**config.mk**
```make
export PLATFORM = sky130hd
export DESIGN_NAME = result_stream_m00_axis
export DESIGN_NICKNAME = d
export VERILOG_FILES = /design/src/rtl/result_stream_m00_axis.sv
export SDC_FILE = /design/constraint.sdc
export NUM_CORES = 1
export LEC_CHECK = 0
export ABC_CLOCK_PERIOD_IN_PS = 3000
export CORE_MARGIN = 4
export CORE_UTILIZATION = 40
export CTS_BUF_LIST = sky130_fd_sc_hd__clkbuf_4
export DETAILED_ROUTE_END_ITERATION = 10
export PLACE_DENSITY_LB_ADDON = 0.1
export SKIP_CTS_REPAIR_TIMING = 1
export SYNTH_ARGS = -nofsm -noshare
export SYNTH_HDL_FRONTEND = slang
export SYNTH_SLANG_ARGS = --single-unit
```
**constraint.sdc**
```tcl
create_clock -name M_AXIS_ACLK -period 3 [get_ports M_AXIS_ACLK]
set_input_delay 0.3 -clock M_AXIS_ACLK [delete_from_list [all_inputs] [get_ports M_AXIS_ACLK]]
set_output_delay 0.3 -clock M_AXIS_ACLK [all_outputs]
set_load 0.1 [all_outputs]
```
**src/rtl/result_stream_m00_axis.sv**
```systemverilog
// result_stream_m00_axis: AXI-Stream master that drains result BRAM words
// 0..count-1 as one packet, with TLAST on the final beat.
// A 2-entry output buffer absorbs the 1-cycle BRAM read latency and TREADY stalls.
// Optional feature macro: RESULT_ROW_MARK_EN (adds M_AXIS_TUSER row-end marks).
module result_stream_m00_axis #(
  parameter int BRAM_DEPTH           = 10,
  parameter int C_M_AXIS_TDATA_WIDTH = 32
) (
  input  logic                              M_AXIS_ACLK,
  input  logic                              M_AXIS_ARESETN,
  input  logic                              start,
  input  logic [BRAM_DEPTH:0]               word_count,
  input  logic [31:0]                       row_width,
  output logic                              busy,
  output logic                              done,
  output logic [BRAM_DEPTH-1:0]             res_addr,
  output logic                              res_en,
  input  logic [C_M_AXIS_TDATA_WIDTH-1:0]   res_dout,
  output logic                              M_AXIS_TVALID,
  output logic [C_M_AXIS_TDATA_WIDTH-1:0]   M_AXIS_TDATA,
  output logic [C_M_AXIS_TDATA_WIDTH/8-1:0] M_AXIS_TSTRB,
  output logic                              M_AXIS_TLAST,
`ifdef RESULT_ROW_MARK_EN
  output logic                              M_AXIS_TUSER,
`endif
  input  logic                              M_AXIS_TREADY
);

  localparam int CW = BRAM_DEPTH + 1;
  localparam int W  = C_M_AXIS_TDATA_WIDTH;
  localparam logic [CW-1:0] MAX_COUNT = {1'b1, {BRAM_DEPTH{1'b0}}};
  localparam logic [CW-1:0] ONE       = {{BRAM_DEPTH{1'b0}}, 1'b1};

  typedef enum logic [1:0] {
    S_IDLE   = 2'd0,
    S_STREAM = 2'd1,
    S_DONE   = 2'd2
  } state_t;

  state_t        state_q, state_d;
  logic [CW-1:0] count_q, count_d;
  logic [CW-1:0] reads_q, reads_d;
  logic [CW-1:0] beats_q, beats_d;
  logic          inflight_q, inflight_d;
  logic [1:0]    occ_q, occ_d;
  logic [W-1:0]  slot0_q, slot0_d;
  logic [W-1:0]  slot1_q, slot1_d;

  logic          pop;
  logic          push;
  logic          last_beat;
  logic          issue;
  logic [2:0]    level;

  // State, counters and the output buffer; reset clears everything at once.
  always_ff @(posedge M_AXIS_ACLK or negedge M_AXIS_ARESETN) begin
    if (!M_AXIS_ARESETN) begin
      state_q    <= S_IDLE;
      count_q    <= '0;
      reads_q    <= '0;
      beats_q    <= '0;
      inflight_q <= 1'b0;
      occ_q      <= 2'd0;
      slot0_q    <= '0;
      slot1_q    <= '0;
    end else begin
      state_q    <= state_d;
      count_q    <= count_d;
      reads_q    <= reads_d;
      beats_q    <= beats_d;
      inflight_q <= inflight_d;
      occ_q      <= occ_d;
      slot0_q    <= slot0_d;
      slot1_q    <= slot1_d;
    end
  end

  // Next-state logic: read issue throttled so buffered + in-flight words never exceed 2.
  always_comb begin
    pop       = (occ_q != 2'd0) && M_AXIS_TREADY;
    push      = inflight_q;
    last_beat = (beats_q == (count_q - ONE));
    level     = {1'b0, occ_q} + {2'b00, inflight_q};
    issue     = (state_q == S_STREAM) && (reads_q < count_q) &&
                (level < (3'd2 + {2'b00, pop}));

    state_d    = state_q;
    count_d    = count_q;
    reads_d    = reads_q + (issue ? ONE : '0);
    beats_d    = beats_q + (pop ? ONE : '0);
    inflight_d = issue;
    occ_d      = occ_q + {1'b0, push} - {1'b0, pop};
    slot0_d    = slot0_q;
    slot1_d    = slot1_q;

    // slot0 is always the head (the word presented on TDATA)
    if (pop) begin
      if (occ_q == 2'd2) begin
        slot0_d = slot1_q;
        if (push) slot1_d = res_dout;
      end else if (push) begin
        slot0_d = res_dout;
      end
    end else if (push) begin
      if (occ_q == 2'd0) slot0_d = res_dout;
      else               slot1_d = res_dout;
    end

    case (state_q)
      S_IDLE: begin
        if (start) begin
          count_d = (word_count > MAX_COUNT) ? MAX_COUNT : word_count;
          state_d = (word_count == '0) ? S_DONE : S_STREAM;
        end
      end
      S_STREAM: begin
        if (pop && last_beat) state_d = S_DONE;
      end
      S_DONE: begin
        // clear so the next packet starts at address 0
        state_d = S_IDLE;
        reads_d = '0;
        beats_d = '0;
      end
      default: state_d = S_IDLE;
    endcase
  end

  assign busy          = (state_q == S_STREAM);
  assign done          = (state_q == S_DONE);
  assign res_en        = issue;
  assign res_addr      = reads_q[BRAM_DEPTH-1:0];
  assign M_AXIS_TVALID = (occ_q != 2'd0);
  assign M_AXIS_TDATA  = slot0_q;
  assign M_AXIS_TSTRB  = '1;
  assign M_AXIS_TLAST  = M_AXIS_TVALID && last_beat;

`ifdef RESULT_ROW_MARK_EN
  logic [31:0] row_w_q, row_w_d;
  logic [31:0] row_cnt_q, row_cnt_d;
  logic        row_end;

  // Row width latch and position-within-row counter.
  always_ff @(posedge M_AXIS_ACLK or negedge M_AXIS_ARESETN) begin
    if (!M_AXIS_ARESETN) begin
      row_w_q   <= '0;
      row_cnt_q <= '0;
    end else begin
      row_w_q   <= row_w_d;
      row_cnt_q <= row_cnt_d;
    end
  end

  // A row ends on beat k*row_width-1; width 0 disables row marks.
  always_comb begin
    row_end   = (row_w_q != 32'd0) && (row_cnt_q == (row_w_q - 32'd1));
    row_w_d   = row_w_q;
    row_cnt_d = row_cnt_q;
    if ((state_q == S_IDLE) && start) begin
      row_w_d   = row_width;
      row_cnt_d = '0;
    end else if (pop) begin
      row_cnt_d = row_end ? 32'd0 : (row_cnt_q + 32'd1);
    end
  end

  assign M_AXIS_TUSER = M_AXIS_TVALID && (last_beat || row_end);
`else
  logic unused_row_width;
  assign unused_row_width = ^row_width;
`endif

endmodule
```
## After elaboration in Yosys (flattened, before gate mapping)

Cells that the tools add are included.

| word-level totals | value |
|---|---|
| flip-flop bits (word level) | 102 |
| bits of input ports | 79 |
| output and inout port bits | 51 |
| word-level logic and storage cells | 61 |

| cells by class | value |
|---|---|
| add/subtract/negate cells | 7 |
| magnitude comparators | 3 |
| equality and inequality tests | 9 |
| multiplexer cells | 18 |
| reduce and logical (&&, ||, !) cells | 16 |

Operators with widths:

| kind | count |
|---|---|
| 32-bit two-way mux | 9 |
| 11-bit two-way mux | 3 |
| 11-bit by 1-bit adder with 11-bit output | 2 |
| 11-bit == test | 1 |
| 11-bit > comparator (second input constant) | 1 |
| 11-bit logical NOT | 1 |
| 11-bit < comparator | 1 |
| 11-bit by 1-bit subtractor with 11-bit output (second input constant) | 1 |
| 2-bit nonzero test | 4 |
| 2-bit two-way mux | 3 |
| 2-bit != test (second input constant) | 3 |
| 1-bit logical AND | 5 |
| 2-bit == test (second input constant) | 2 |
| 2-bit logical NOT | 2 |
| 2-bit by 1-bit != test with 1-bit output (second input constant) | 2 |
| 2-bit case mux with 2 select lines | 1 |
| 2-bit AND reduction | 2 |
| 4-bit AND reduction | 1 |
| 2-bit by 1-bit adder with 3-bit output | 1 |
| 2-bit by 1-bit adder with 3-bit output (first input constant) | 1 |
| 3-bit < comparator | 1 |
| 3-bit AND reduction | 1 |
| 2-bit by 1-bit adder with 2-bit output | 1 |
| 2-bit by 1-bit == test with 1-bit output (second input constant) | 1 |
| other kinds (2) | 3 |

## Logic depth before layout (Yosys ltp)

| depth | value |
|---|---|
| depth in word-level cells | 8 |
| mapped depth | 13 |
| mapped depth without buffers | 13 |

## Worst setup path before layout

Ideal clock, no wire load.

| path | value |
|---|---|
| kind | reg-to-reg |
| from | register state_q[1] |
| to | register reads_q[10] |
| setup time | 0.132 ns |
| arrival time | 4.721 ns |
| required time | 2.868 ns |
| setup slack | -1.853 ns |
| stages on the path, launching flop included | 10 |
| buffers on the path | 0 |
| clock period less this slack | 4.853 ns |
| cells stage by stage | dfrtp_1 -> nor2b_1 -> nand4_1 -> a41oi_1 -> ha_1 -> ha_1 -> nand3_1 -> nor2_1 -> xnor2_1 -> nor2_1 |

| on the way | value |
|---|---|
| longest elaborated chain between the ends | 6 |
| elaborated cells between the ends (all ways) | 7 |
| classes of those cells | add/sub (1); eq/ne (2); mux (2); reduce/logical (2) |

RTL lines:

| what | line | source |
|---|---|---|
| start, declared | 40 | `state_t state_q, state_d;` |
| start signal, assigned | 67 | `state_q <= state_d;` |
| 2-bit by 1-bit == test with 1-bit output | - |  |
| named net busy | 14 | `output logic busy,` |
| 1-bit logical AND (2 in a row) | 84 | `issue = (state_q == S_STREAM) && (reads_q < count_q) &&` |
| named net res_en | 17 | `output logic res_en,` |
| 1-bit two-way mux | 89 | `reads_d = reads_q + (issue ? ONE : '0);` |
| 11-bit by 1-bit adder with 11-bit output | 89 |  |
| 11-bit two-way mux | 109 | `case (state_q)` |
| named net reads_d[10] | 42 | `logic [CW-1:0] reads_q, reads_d;` |
| end signal, assigned | 69 | `reads_q <= reads_d;` |
| end, declared | 42 |  |

The timed path passes the listed nets, and every way through them passes these cells.
A chain may end at the register's enable or synchronous reset.

## Worst setup path after layout

| path | value |
|---|---|
| from | register count_q[0] |
| to | output M_AXIS_TLAST |

| on the way | value |
|---|---|
| longest elaborated chain between the ends | 3 |

RTL lines:

| what | line | source |
|---|---|---|
| start, declared | 41 | `logic [CW-1:0] count_q, count_d;` |
| start signal, assigned | 68 | `count_q <= count_d;` |
| 11-bit by 1-bit subtractor with 11-bit output | 82 | `last_beat = (beats_q == (count_q - ONE));` |
| 11-bit == test | 82 |  |
| 1-bit logical AND | 136 | `assign M_AXIS_TLAST = M_AXIS_TVALID && last_beat;` |
| end, declared | 22 | `output logic M_AXIS_TLAST,` |

No other way between the ends.

==> flow_summary.json <==
{
  "synth_area_leaders": "dfrtp_1 (50%), mux2_2 (7.3%), mux2i_1 (6.5%), ha_1 (4.7%), nor2_1 (3.8%)",
  "setup_viol": 0,
  "ys_seq_area_share_pct": 50.0,
  "cts_sinks": 102,
  "first_global_vias": 3534,
  "synth_edf_count": 0,
  "synthToLayoutAreaGrowth_pct": 25.0,
  "dieWidth_um": 121,
  "final_area_um2": 6380,
  "ys.flop_type": "dfrtp_1",
  "synth_top_area_cell": "dfrtp_1",
  "cts_tree": "yes",
  "antenna_found_initial": 0,
  "synth_top_area_share_pct": 50.0,
  "initial_core_util_pct": 40.6,
  "gp_congestion": 0.783,
  "grt_usage_pct": 15.5,
  "max-cap-violations": 0,
  "io-pin-count": 130,
  "hold_slack_ps": 411,
  "worst_ep_arrival_time_ps": 2600,
  "synthTopCellsByCount": "dfrtp_1 (102), nor2_1 (52), a21oi_1 (38), mux2_2 (33), mux2i_1 (33)",
  "dieArea_um2": 14600,
  "vias": 3684,
  "cts_max_path_buffers": 2,
  "skew_ps": 10.0,
  "dp_hpwl_um": 7780,
  "clk_latency_ps": 460,
  "worst_ep_required_time_ps": 2700,
  "yosysWarnings": 0,
  "num_rows": 41,
  "io_buffers": 93,
  "max_slew_margin_pct": 34.4,
  "postSynthCellCount": 478,
  "vias_per_cell": 4.99,
  "syn_area_um2": 5100,
  "route.antenna.remaining_nets": 0,
  "firstDrtPassIters": 4,
  "fp.dieH_um": 121,
  "syn-mean-instance-area_um2": 10.7,
  "drtIter0Drc": 195,
  "worstMarginPinSlew_ps": 981,
  "fillers": 1177,
  "cts_root_buf": "clkbuf_4",
  "grt-ovfl-total": 0,
  "async_flop_share_pct": 100,
  "fmax_ghz": 0.345,
  "synth_seq_cells": 102,
  "drc": 0,
  "start_kind": "register",
  "end_kind": "output port",
  "grt_pass1_wl_um": 17700,
  "cts_max_level": 3,
  "crit_type": "register to output port",
  "core_area_um2": 12600,
  "drive_above_1_share_pct": 20.5,
  "timing_hold_violations_final": 0,
  "final_util_pct": 50.8,
  "hold_class": "input pin to register",
  "diodes": 0,
  "final_nets": 660,
  "timing.final.crit_share_pct": 96.6,
  "wl_per_cell_um": 14.8,
  "cp_max_fo": 5,
  "netlist-cell-type-count": 44,
  "path_clk_slew_ps": 150,
  "cts_buffers": 9,
  "status": "finished clean",
  "yosysMostFrequentCell": "dfrtp_1",
  "fin_setup_tns_ps": 0,
  "maxSlewViolCount": 0,
  "finalCriticalPeriod_ps": 2900,
  "dpl_cell_area_um2": 6170,
  "grt_max_degree": 65,
  "finalWirelength_um": 10900
}
==> metal layers <==
metal | vias to the layer above | routed length, um | global-route usage, %
met4 | 0 | 250 | 7.22
met1 | 1762 | 4960 | 20.9
met2 | 74 | 5260 | 24.2
met5 | - | 0 | 0
li1 | 1832 | - | -
met3 | 16 | 441 | 2.70
==> critical path, cell delays in order (launching register included) <==
cell and delay [ps]:
dfrtp_2 470, inv_1 70, ha_2 230, nand2_1 60, or4_4 440, a2111oi_4 390
and4_4 300, buf_12 170
==> stage by stage <==
step / std cells / worst slack (ps)
after global routing: 739 / -1.11
after CTS: 736 / -186
after detailed placement: 720 / 394
final: 739 / 102
after floorplan: 481 / -26.2
after global placement: 720 / 386
==> state kept, by name, indices dropped and copies added, names as in the netlist <==
signal / count
count_q: 11
occ_q: 2
M_AXIS_TDATA: 32
beats_q: 11
slot1_q: 32
inflight_q: 1
state_q: 2
reads_q: 11
==> kinds of logic (layout without fill, tap and decap cells) <==
group                    Yosys count  in the layout  share of synthesized area, %
flip-flops                       102            102                          50.0
other                              1              4                        0.0735
multiplexers                      66             66                          13.8
adder cells (fa/ha/maj)           19             19                          4.66
buffers and inverters             49            135                          4.66
XOR/XNOR                          30             30                          5.15
AND/OR/NAND/NOR                  136            136                          12.9
AO/OA/AOI/OAI                     75             75                          8.82
==> area by class of cell <==
class	instances	area [um2]	share of cell area, %
timing repair buffer	104	963	15.1
multi-input combinational	330	2450	38.5
sequential	102	2550	40.0
tap	172	215	3.37
clock buffer	10	75.1	1.18
inverter	15	56.3	0.882
clock inverter	6	61.3	0.961
==> worst paths after layout <==
check / start / endpoint / slack, ps / cells past startpoint
setup / recovery: count_q[0]$_DFFE_PN0P_ / M_AXIS_TLAST / 100 / 7
max in group asynchronous: M_AXIS_ARESETN / M_AXIS_TDATA[1]$_DFFE_PN0P_ / 1850 / 3
setup reg to reg: reads_q[1]$_DFF_PN0_ / reads_q[10]$_DFF_PN0_ / 420 / 12
min in group asynchronous: M_AXIS_ARESETN / M_AXIS_TDATA[9]$_DFFE_PN0P_ / 430 / 2
hold reg to reg: slot1_q[19]$_DFFE_PN0P_ / slot1_q[19]$_DFFE_PN0P_ / 520 / 1
hold / removal: word_count[0] / count_q[0]$_DFFE_PN0P_ / 410 / 3
==> cell usage in the layout (no fill, tap or decap), types with 2 or more instances in the layout <==
cell type        count
dfrtp_1            100
a211oi_1             4
conb_1               4
clkdlybuf4s50_1     57
ha_1                16
or3_1                5
nand4_1              4
a22o_1               2
clkbuf_4            10
buf_4               43
a21o_1               2
nor4_1               2
a21oi_1             38
nand2b_1             8
and4_1               2
mux2_2              33
o21ai_0             14
nor3_2               2
xor2_1              17
nor2b_1              6
nor3b_1              2
and3_1               5
clkinv_2             2
a2111oi_0            2
buf_12               3
xnor2_1             13
dfrtp_2              2
ha_2                 2
nor2_1              51
nand3_1             13
nand2_1             22
o211ai_1             2
nor3_1               3
nand3_2              3
inv_1               15
mux2i_1             33
Power is left out: the tool's default activity adds up to more than one toggle a clock period on the data nets, which glitch-free logic cannot reach.
